`src/rtl/pc_pkg.sv`:
```
// Shared definitions for the fetch-stage program counter.
//   pc_op_e   : next-PC operation selected for the coming clock edge
//   decode_op : strict-priority decode of the decoder control bits into pc_op_e
//               (reset is handled directly by the registers, not here)
package pc_pkg;

  typedef enum logic [2:0] {
    OP_HOLD,
    OP_RET,
    OP_CALL,
    OP_ABS,
    OP_REL,
    OP_INC
  } pc_op_e;

  // Priority: stall > ret > call > absolute jump > relative jump > increment.
  // ret beats call, so asserting both performs only the return.
  function automatic pc_op_e decode_op(
    input logic stall,
    input logic ret_en,
    input logic call_en,
    input logic branch_en,
    input logic absjump_en,
    input logic reljump_en
  );
    if (stall)                          return OP_HOLD;
    else if (ret_en)                    return OP_RET;
    else if (call_en)                   return OP_CALL;
    else if (branch_en && absjump_en)   return OP_ABS;
    else if (branch_en && reljump_en)   return OP_REL;
    else                                return OP_INC;
  endfunction

endpackage

```
`src/rtl/pc_ras_if.sv`:
```
// Decoder <-> PC/RAS control and status bundle.
// Control semantics: there is no valid/ready handshake. The decoder (master)
// presents one set of control bits every cycle; they are consumed at every
// rising clk edge, and the status (slave outputs) reflects that edge's
// operation from the following cycle on. stall freezes everything.
//   master : drives stall, branch_en, reljump_en, absjump_en, call_en, ret_en,
//            target; observes prog_ctr, ras_count, ras_empty, ras_full,
//            ras_overflow, ras_underflow
//   slave  : the mirror image, used by pc_ras
interface pc_ras_if #(
  parameter int D     = 12,
  parameter int DEPTH = 4
);
  logic                       stall;
  logic                       branch_en;
  logic                       reljump_en;
  logic                       absjump_en;
  logic                       call_en;
  logic                       ret_en;
  logic [D-1:0]               target;
  logic [D-1:0]               prog_ctr;
  logic [$clog2(DEPTH+1)-1:0] ras_count;
  logic                       ras_empty;
  logic                       ras_full;
  logic                       ras_overflow;
  logic                       ras_underflow;

  modport master (
    output stall, branch_en, reljump_en, absjump_en, call_en, ret_en, target,
    input  prog_ctr, ras_count, ras_empty, ras_full, ras_overflow, ras_underflow
  );

  modport slave (
    input  stall, branch_en, reljump_en, absjump_en, call_en, ret_en, target,
    output prog_ctr, ras_count, ras_empty, ras_full, ras_overflow, ras_underflow
  );
endinterface

```
`src/rtl/ras_stack.sv`:
```
// Return-address stack: circular LIFO of DEPTH entries, D bits each.
//   clk, reset : clock, synchronous active-high reset (empties the stack)
//   push       : write push_data as the new top; when full the oldest entry is
//                overwritten and count stays at DEPTH
//   pop        : drop the top entry; ignored when empty
//   top        : current top entry (meaningless when empty)
//   count      : number of valid entries, 0..DEPTH
//   full/empty : count == DEPTH / count == 0
// push and pop are never asserted together by pc_ras; push wins if they are.
module ras_stack #(
  parameter int D     = 12,
  parameter int DEPTH = 4
) (
  input  logic                       clk,
  input  logic                       reset,
  input  logic                       push,
  input  logic                       pop,
  input  logic [D-1:0]               push_data,
  output logic [D-1:0]               top,
  output logic [$clog2(DEPTH+1)-1:0] count,
  output logic                       full,
  output logic                       empty
);
  localparam int PW = $clog2(DEPTH);
  localparam logic [PW-1:0] LAST = PW'(DEPTH - 1);
  localparam logic [$clog2(DEPTH+1)-1:0] MAX_CNT = ($clog2(DEPTH+1))'(DEPTH);

  logic [D-1:0]  mem [DEPTH];
  logic [PW-1:0] wr_ptr;   // next slot to write
  logic [PW-1:0] top_ptr;  // slot just below wr_ptr, wrapping

  // Explicit wrap so non-power-of-two depths work.
  assign top_ptr = (wr_ptr == '0) ? LAST : wr_ptr - 1'b1;
  assign top     = mem[top_ptr];
  assign full    = (count == MAX_CNT);
  assign empty   = (count == '0);

  always_ff @(posedge clk) begin
    if (reset) begin
      wr_ptr <= '0;
      count  <= '0;
    end else if (push) begin
      // When full, wr_ptr already points at the oldest entry, so advancing
      // past it is exactly the circular overwrite.
      wr_ptr <= (wr_ptr == LAST) ? '0 : wr_ptr + 1'b1;
      if (!full) count <= count + 1'b1;
    end else if (pop && !empty) begin
      wr_ptr <= top_ptr;
      count  <= count - 1'b1;
    end
  end

  // Storage needs no reset: entries above count are never observed.
  always_ff @(posedge clk) begin
    if (push) mem[wr_ptr] <= push_data;
  end

endmodule

```
`src/rtl/pc_ras.sv`:
```
// Fetch-stage program counter with integrated return-address stack.
//   clk, reset : clock, synchronous active-high reset
//   bus        : pc_ras_if slave -- decoder controls in, PC and RAS status out
// Holds the PC register, the increment/relative adders, the next-PC mux and the
// sticky overflow/underflow flags; the stack itself lives in ras_stack.
// All arithmetic wraps modulo 2^D.
module pc_ras
  import pc_pkg::*;
#(
  parameter int           D          = 12,
  parameter int           DEPTH      = 4,
  parameter logic [D-1:0] START_ADDR = '0
) (
  input logic     clk,
  input logic     reset,
  pc_ras_if.slave bus
);
  pc_op_e                     op;
  logic [D-1:0]               pc_q;
  logic [D-1:0]               pc_inc;
  logic [D-1:0]               pc_rel;
  logic [D-1:0]               pc_next;
  logic [D-1:0]               ras_top;
  logic [$clog2(DEPTH+1)-1:0] ras_count;
  logic                       ras_full;
  logic                       ras_empty;
  logic                       ovf_q;
  logic                       unf_q;

  assign op = decode_op(bus.stall, bus.ret_en, bus.call_en, bus.branch_en,
                        bus.absjump_en, bus.reljump_en);

  assign pc_inc = pc_q + 1'b1;
  assign pc_rel = pc_q + bus.target;  // target is a two's-complement offset

  ras_stack #(
    .D     (D),
    .DEPTH (DEPTH)
  ) u_stack (
    .clk       (clk),
    .reset     (reset),
    .push      (op == OP_CALL),
    .pop       (op == OP_RET),
    .push_data (pc_inc),
    .top       (ras_top),
    .count     (ras_count),
    .full      (ras_full),
    .empty     (ras_empty)
  );

  always_comb begin
    pc_next = pc_q;
    case (op)
      OP_HOLD: pc_next = pc_q;
      OP_RET:  pc_next = ras_empty ? pc_inc : ras_top;  // empty return just steps on
      OP_CALL: pc_next = bus.target;
      OP_ABS:  pc_next = bus.target;
      OP_REL:  pc_next = pc_rel;
      OP_INC:  pc_next = pc_inc;
      default: pc_next = pc_q;
    endcase
  end

  always_ff @(posedge clk) begin
    if (reset) begin
      pc_q  <= START_ADDR;
      ovf_q <= 1'b0;
      unf_q <= 1'b0;
    end else begin
      pc_q <= pc_next;
      if (op == OP_CALL && ras_full)  ovf_q <= 1'b1;
      if (op == OP_RET  && ras_empty) unf_q <= 1'b1;
    end
  end

  assign bus.prog_ctr      = pc_q;
  assign bus.ras_count     = ras_count;
  assign bus.ras_empty     = ras_empty;
  assign bus.ras_full      = ras_full;
  assign bus.ras_overflow  = ovf_q;
  assign bus.ras_underflow = unf_q;

endmodule

```
`src/flat_wrapper.sv`:
```
// flat-port wrapper written by rule: the top's interface ports become plain ports
module pc_ras_flat import pc_pkg::*;
#(
  parameter int           D          = 12,
  parameter int           DEPTH      = 4,
  parameter logic [D-1:0] START_ADDR = '0
)
  (clk, reset, bus_stall, bus_branch_en, bus_reljump_en, bus_absjump_en, bus_call_en, bus_ret_en, bus_target, bus_prog_ctr, bus_ras_count, bus_ras_empty, bus_ras_full, bus_ras_overflow, bus_ras_underflow);
  pc_ras_if #(.D(D), .DEPTH(DEPTH)) bus_i ();
  input logic clk;
  input logic reset;
  input wire logic [$bits(bus_i.stall)-1:0] bus_stall;
  input wire logic [$bits(bus_i.branch_en)-1:0] bus_branch_en;
  input wire logic [$bits(bus_i.reljump_en)-1:0] bus_reljump_en;
  input wire logic [$bits(bus_i.absjump_en)-1:0] bus_absjump_en;
  input wire logic [$bits(bus_i.call_en)-1:0] bus_call_en;
  input wire logic [$bits(bus_i.ret_en)-1:0] bus_ret_en;
  input wire logic [$bits(bus_i.target)-1:0] bus_target;
  output wire logic [$bits(bus_i.prog_ctr)-1:0] bus_prog_ctr;
  output wire logic [$bits(bus_i.ras_count)-1:0] bus_ras_count;
  output wire logic [$bits(bus_i.ras_empty)-1:0] bus_ras_empty;
  output wire logic [$bits(bus_i.ras_full)-1:0] bus_ras_full;
  output wire logic [$bits(bus_i.ras_overflow)-1:0] bus_ras_overflow;
  output wire logic [$bits(bus_i.ras_underflow)-1:0] bus_ras_underflow;
  assign bus_i.stall = bus_stall;
  assign bus_i.branch_en = bus_branch_en;
  assign bus_i.reljump_en = bus_reljump_en;
  assign bus_i.absjump_en = bus_absjump_en;
  assign bus_i.call_en = bus_call_en;
  assign bus_i.ret_en = bus_ret_en;
  assign bus_i.target = bus_target;
  assign bus_prog_ctr = bus_i.prog_ctr;
  assign bus_ras_count = bus_i.ras_count;
  assign bus_ras_empty = bus_i.ras_empty;
  assign bus_ras_full = bus_i.ras_full;
  assign bus_ras_overflow = bus_i.ras_overflow;
  assign bus_ras_underflow = bus_i.ras_underflow;
  pc_ras #(.D(D), .DEPTH(DEPTH), .START_ADDR(START_ADDR)) u_core (.clk(clk), .reset(reset), .bus(bus_i));
endmodule
```
`config.mk`:
```
export PLATFORM = sky130hd
export DESIGN_NAME = pc_ras_flat
export DESIGN_NICKNAME = d
export VERILOG_FILES = /design/src/rtl/pc_pkg.sv /design/src/rtl/pc_ras_if.sv /design/src/rtl/ras_stack.sv /design/src/rtl/pc_ras.sv /design/src/flat_wrapper.sv
export SDC_FILE = /design/constraint.sdc
export NUM_CORES = 1
export LEC_CHECK = 0
export CAP_MARGIN = 25
export CELL_PAD_IN_SITES_DETAIL_PLACEMENT = 0
export CELL_PAD_IN_SITES_GLOBAL_PLACEMENT = 1
export CORE_ASPECT_RATIO = 1.2
export CORE_MARGIN = 2
export CORE_UTILIZATION = 52
export DETAILED_ROUTE_END_ITERATION = 8
export DONT_BUFFER_PORTS = 1
export PLACE_DENSITY_LB_ADDON = 0.1
export SYNTH_ARGS = -nofsm -noshare
export SYNTH_HDL_FRONTEND = slang
export SYNTH_SLANG_ARGS = --single-unit
```
`constraint.sdc`:
```
create_clock -name clk -period 2.8 [get_ports clk]
set_input_delay 0.14 -clock clk [delete_from_list [all_inputs] [get_ports clk]]
set_output_delay 0.14 -clock clk [all_outputs]
set_load 0.005 [all_outputs]
```
Word-level counts from Yosys, hierarchy flattened --
Memories as Yosys holds them, arrays and structs flattened. Index checks and enable logic that the tools add are counted.
Cells by class: eq/ne operators 8, mux-type cells 16, add/subtract/negate cells 6, reductions and logical operators 12
Operator list (count):
- one-hot mux 12 bit (4 select lines) | 1
- two-way mux 3 bit | 7
- adder 12 x 1 -> 12 bit (second input constant) | 1
- adder 12 bit | 1
- two-way mux 12 bit | 1
- equality test 3 bit (second input constant) | 3
- two-way mux 2 bit | 4
- equality test 3 x 2 -> 1 bit (second input constant) | 2
- logical AND 1 bit | 5
- nonzero test 4 bit | 1
- adder 3 x 1 -> 3 bit (second input constant) | 1
- equality test 3 x 1 -> 1 bit (second input constant) | 1
- logical NOT 3 bit | 1
- two-way mux 1 bit | 3
- subtractor 3 x 1 -> 3 bit (second input constant) | 1
- adder 2 x 1 -> 2 bit (second input constant) | 1
- equality test 2 bit (second input constant) | 1
- logical NOT 2 bit | 1
- inequality test 2 bit (second input constant) | 1
- AND reduction 2 bit | 1
- nonzero test 2 bit | 1
- OR reduction 2 bit | 1
- subtractor 2 x 1 -> 2 bit (second input constant) | 1
- logical NOT 1 bit | 1
Storage, ports and cells: bits in writable memories 48, register bits 19, output and inout port bits 19, memories kept 1, word-level logic and storage cells 48, input bits 20
Memory list:
- u_core.u_stack.mem | depth 4, width 12, rd ports 1, clocked after Yosys merged registers in 0, write ports 1, RTL line ras_stack.sv:28 | logic [D-1:0] mem [DEPTH];

Depth between registers and ports, before layout --
depth in word-level cells 10, mapped depth 8, depth with buffers taken out 7

Modules after synthesis --
Synthesis repeated with hierarchy kept, for this count alone.
Unflattened totals: cell total of the unflattened synthesis 311, area, all modules 3722.3 sq um
Modules (own cells, without submodules):
- ras_stack | cells an instance 118, seq. area each 1541.5 sq um, times used 1, area an instance 2189.6 sq um
- pc_ras | cells an instance 193, seq. area each 280.3 sq um, times used 1, area an instance 1532.7 sq um

Least setup slack after synthesis --
No wires, ideal clock.
path type reg-to-reg, start reg u_core.u_stack.wr_ptr[0], end reg u_core.pc_q[7], in the netlist u_core.bus.prog_ctr[7], buffers on the path 1, arrival time 1.947 ns, stages on the path, launching flop included 9, setup slack 0.722 ns, period minus slack after synthesis 2.078 ns, data required time 2.668 ns, library setup time 0.132 ns, path through dfxtp_1 > inv_1 > ha_1 > nor2b_4 > buf_8 > mux4_2 > a222oi_1 > a21boi_2 > o221ai_2
On the way: word-level cells in the longest chain between the ends 5, elaborated cells between the ends (all ways) 6, those cells by class add/sub: 1; mux: 3; reduce/logical: 1; memory: 1
Ends and longest elaborated chain:
- from (decl) | RTL line ras_stack.sv:29 | logic [PW-1:0] wr_ptr;
- from (signal assigned) | RTL line ras_stack.sv:45 | wr_ptr <= (wr_ptr == LAST) ? '0 : wr_ptr + 1'b1;
- from (signal assigned) | RTL line ras_stack.sv:48 | wr_ptr <= top_ptr;
- subtractor 2 x 1 -> 2 bit or logical NOT 2 bit (tied branches) | RTL line ras_stack.sv:33 | assign top_ptr = (wr_ptr == '0) ? LAST : wr_ptr - 1'b1;
- two-way mux 2 bit * | RTL line ras_stack.sv:33
- memory (4 x 12 bit) *
- two-way mux 12 bit * | RTL line pc_ras.sv:55 | OP_RET: pc_next = ras_empty ? pc_inc : ras_top;
- one-hot mux 12 bit (4 select lines) * | RTL line pc_ras.sv:53 | case (op)
- to (signal assigned) | RTL line pc_ras.sv:70 | pc_q <= pc_next;
- to (decl) | RTL line pc_ras.sv:19 | logic [D-1:0] pc_q;
Every way passes the cells marked *; elsewhere a longest branch is shown, timed or not. A chain may end at the register's enable or synchronous reset.

Worst setup path after layout --
Ends and elaborated chain as after synthesis.

==> flow_summary.json <==
{
  "status": "finished, final reports clean",
  "swShare_pct": 27.90,
  "routed_wl_mm": 8.057,
  "num_vias": 2366,
  "grt_overflow_total": 0,
  "clk_latency_ns": 0.33,
  "synthCells": 280,
  "path_class": "reg -> reg",
  "viasPerCell": 6.243,
  "p_sw_mw": 0.6758,
  "fmax_mhz": 405.2,
  "cts_buffers": 9,
  "area_growth_syn_to_layout_pct": 8.778,
  "clockBufferDepth": 2,
  "nets": 325,
  "tns_ns": 0,
  "cts_sinks": 67,
  "antenna_found_initial": 0,
  "finalClockSkew_ns": 0.006035,
  "cpMaxStageDelayCell": "mux4_2",
  "dp_cells": 361,
  "power_frac_seq_pct": 48.7,
  "crit_chain": "inv_1 > ha_1 > nor2b_4 > buf_4 > mux4_2 > a222oi_1 > a21boi_2 > o221ai_2",
  "die_w_um": 79.57,
  "fin_crit_ns": 2.468,
  "die_h_um": 94.68,
  "drtPass1Iterations": 5,
  "synth_edf_count": 48,
  "cts-root-buf": "clkbuf_8",
  "yosysUniqueCellTypes": 60,
  "crit_fanout": 8,
  "required_ns": 2.99,
  "setup.worst_path.start_class": "flop",
  "internal-power_mw": 1.747,
  "final_cells": 379,
  "setup_viol": 0,
  "dieArea_um2": 7534,
  "syn_area_um2": 3563,
  "worstPathArrival_ns": 2.66,
  "grtUsageTotal_pct": 22.46,
  "power.share.combinational_pct": 17.7,
  "grt_pass1_vias": 2292,
  "grt_setup_unrepaired": "false",
  "power_frac_clock_pct": 33.5,
  "io_pins": 39,
  "gp_congestion": 0.7387,
  "grt_max_degree": 21,
  "synth_top_flop_cell": "edfxtp_1",
  "port_buffers": 0,
  "relSlewSlack_pct": 43.77,
  "fill_cells": 558,
  "yosys_warnings": 0,
  "core_area_um2": 6730,
  "drt_iter0_drc": 217,
  "route.detailed.drc": 0,
  "clkSlewWorstSetupHoldPaths_ns": 0.07,
  "async_reset_ff_share_pct": 0,
  "fin_crit_sh_pct": 88.13,
  "start_util_pct": 52.95,
  "cts_tree": "done",
  "hold_class": "in -> reg",
  "cp_top_family": "compound AO/OA/AOI/OAI gates",
  "slew_violations": 0,
  "grt_pass1_wl_mm": 12.52,
  "cts_setup_buffers": 0,
  "final_cell_mix": "edfxtp_1 (48), dfxtp_1 (19), nand2_1 (17), nor2_1 (16), ha_1 (16)",
  "pre_cts_ws_ns": 0.3624,
  "hold_viol": 0,
  "rows": 33,
  "dpl.hpwl_mm": 5.740,
  "worstMarginPinSlew_ns": 0.8407,
  "avgSynthCellArea_um2": 12.73,
  "antenna_cells": 0,
  "multi_input_area_um2": 1643,
  "htree_levels": 3,
  "drv_cap": 0,
  "p_per_area_nw_per_um2": 624.9,
  "worst-path-buf-inv": 2,
  "wire_per_inst_um": 21.26,
  "end_kind": "flop",
  "postRouteAntennaNets": 0,
  "ys_seq_area_share_pct": 51.12,
  "synth_seq_cells": 67,
  "leakagePower_nw": 1.329,
  "max_stage_delay_ns": 0.51,
  "final_common_cell": "edfxtp_1",
  "layout_setup_ws_ns": 0.3324,
  "syn-num-nets": 318,
  "vdd_drop_max_uv": 377.6,
  "drive_above_1_share_pct": 11.30,
  "seq_area_um2": 1822
}
worst paths after layout:
path / from / endpoint / slack [ns] / depth (start not counted)
worst min register to register: u_core.bus.ras_underflow / u_core.bus.ras_underflow / 0.50 / 2
worst max register to register: u_core.u_stack.wr_ptr[0] / u_core.bus.prog_ctr[7] / 0.33 / 8
worst max-delay path: u_core.u_stack.wr_ptr[0] / u_core.bus.prog_ctr[7] / 0.33 / 8
worst min-delay path: reset / u_core.bus.prog_ctr[10] / 0.02 / 2
flip-flops by register name, indices dropped and copies added (netlist names):
signal / flops
u_core.u_stack.mem: 48
u_core.bus.prog_ctr: 12
u_core.u_stack.count: 3
u_core.u_stack.wr_ptr: 2
u_core.bus.ras_overflow: 1
u_core.bus.ras_underflow: 1
kinds of logic after synthesis:
kind of cell | share of synthesized area (%)
adders and majority gates | 6.742
buffers and inverters | 2.773
AOI/OAI and AO/OA | 14.54
xor gates and xnor gates | 4.424
DFF | 51.12
muxes | 8.813
and+or+nand+nor | 11.59
power groups by stage:
stage | Combinational [mW] | Clock [mW] | Sequential, mW
2_1_floorplan | 0.327 | 0 | 1.19
3_3_place_gp | 0.407 | 0 | 1.20
3_5_place_dp | 0.419 | 0 | 1.20
4_1_cts | 0.428 | 0.835 | 1.18
5_1_grt | 0.473 | 0.879 | 1.19
6_report | 0.430 | 0.812 | 1.18
repair_timing:
| item | in CTS | in global routing |
|---|---|---|
| hold endpoints to repair | 19 | 0 |
| hold buffers | 2 | 0 |
| gates resized for setup | 0 | 0 |
cell usage after synthesis, types with 2 or more instances:
cell type / number / area share [%]
or3_1: 2 / 0.35
buf_2: 3 / 0.42
o21a_1: 2 / 0.42
nor3b_1: 2 / 0.42
ha_1: 16 / 5.6
o21ai_0: 9 / 1.3
a222oi_1: 11 / 3.1
a21o_1: 5 / 1.1
mux4_2: 3 / 1.9
a21boi_0: 2 / 0.42
fa_1: 2 / 1.1
nand4_1: 3 / 0.53
nand2_1: 17 / 1.8
dfxtp_1: 19 / 11
inv_1: 8 / 0.84
xnor2_1: 10 / 2.5
clkbuf_1: 6 / 0.63
edfxtp_1: 48 / 40
nor2_1: 16 / 1.7
a21oi_1: 9 / 1.3
o211ai_1: 2 / 0.42
xor2_1: 8 / 2.0
mux4_1: 9 / 6.6
and2_1: 3 / 0.53
nand3_1: 8 / 1.1
a31oi_1: 8 / 1.4
o21bai_1: 2 / 0.42
nor3_1: 9 / 1.3
nand3b_1: 3 / 0.63
a21boi_1: 2 / 0.42
a22oi_1: 2 / 0.42
a211oi_1: 3 / 0.63
final cells by class:
type	count	share of cell area [%]
Clock buffer	11	3.648
Clock inverter	5	1.614
Inverter	8	0.7747
Multi-Input combinational cell	193	42.38
Sequential cell	67	47.00
Tap cell	87	2.808
Timing Repair Buffer	8	1.775
metal layers:
layer / routed length, um / up-vias / global-route usage, %
met1: 3720 / 1176 / 32.14
met3: 354 / 6 / 4.589
met5: 0 / - / 0
met4: 67 / 0 / 5.747
li1: - / 1137 / -
met2: 3915 / 47 / 35.29
through the flow:
stage / util [%] / hold WS (ns) / instance area (um^2) / power [mW]
3_3_place_gp: 54.10 / 0.2142 / 3641 / 1.608
4_1_cts: 57.59 / 0.001338 / 3876 / 2.443
2_1_floorplan: - / 0.3446 / 3563 / 1.515
5_1_grt: 57.59 / 0.007215 / 3876 / 2.540
6_report: 57.59 / 0.01742 / 3876 / 2.422
3_5_place_dp: 54.27 / 0.2151 / 3652 / 1.621
Note: power is estimated with default switching activity, not from simulation.
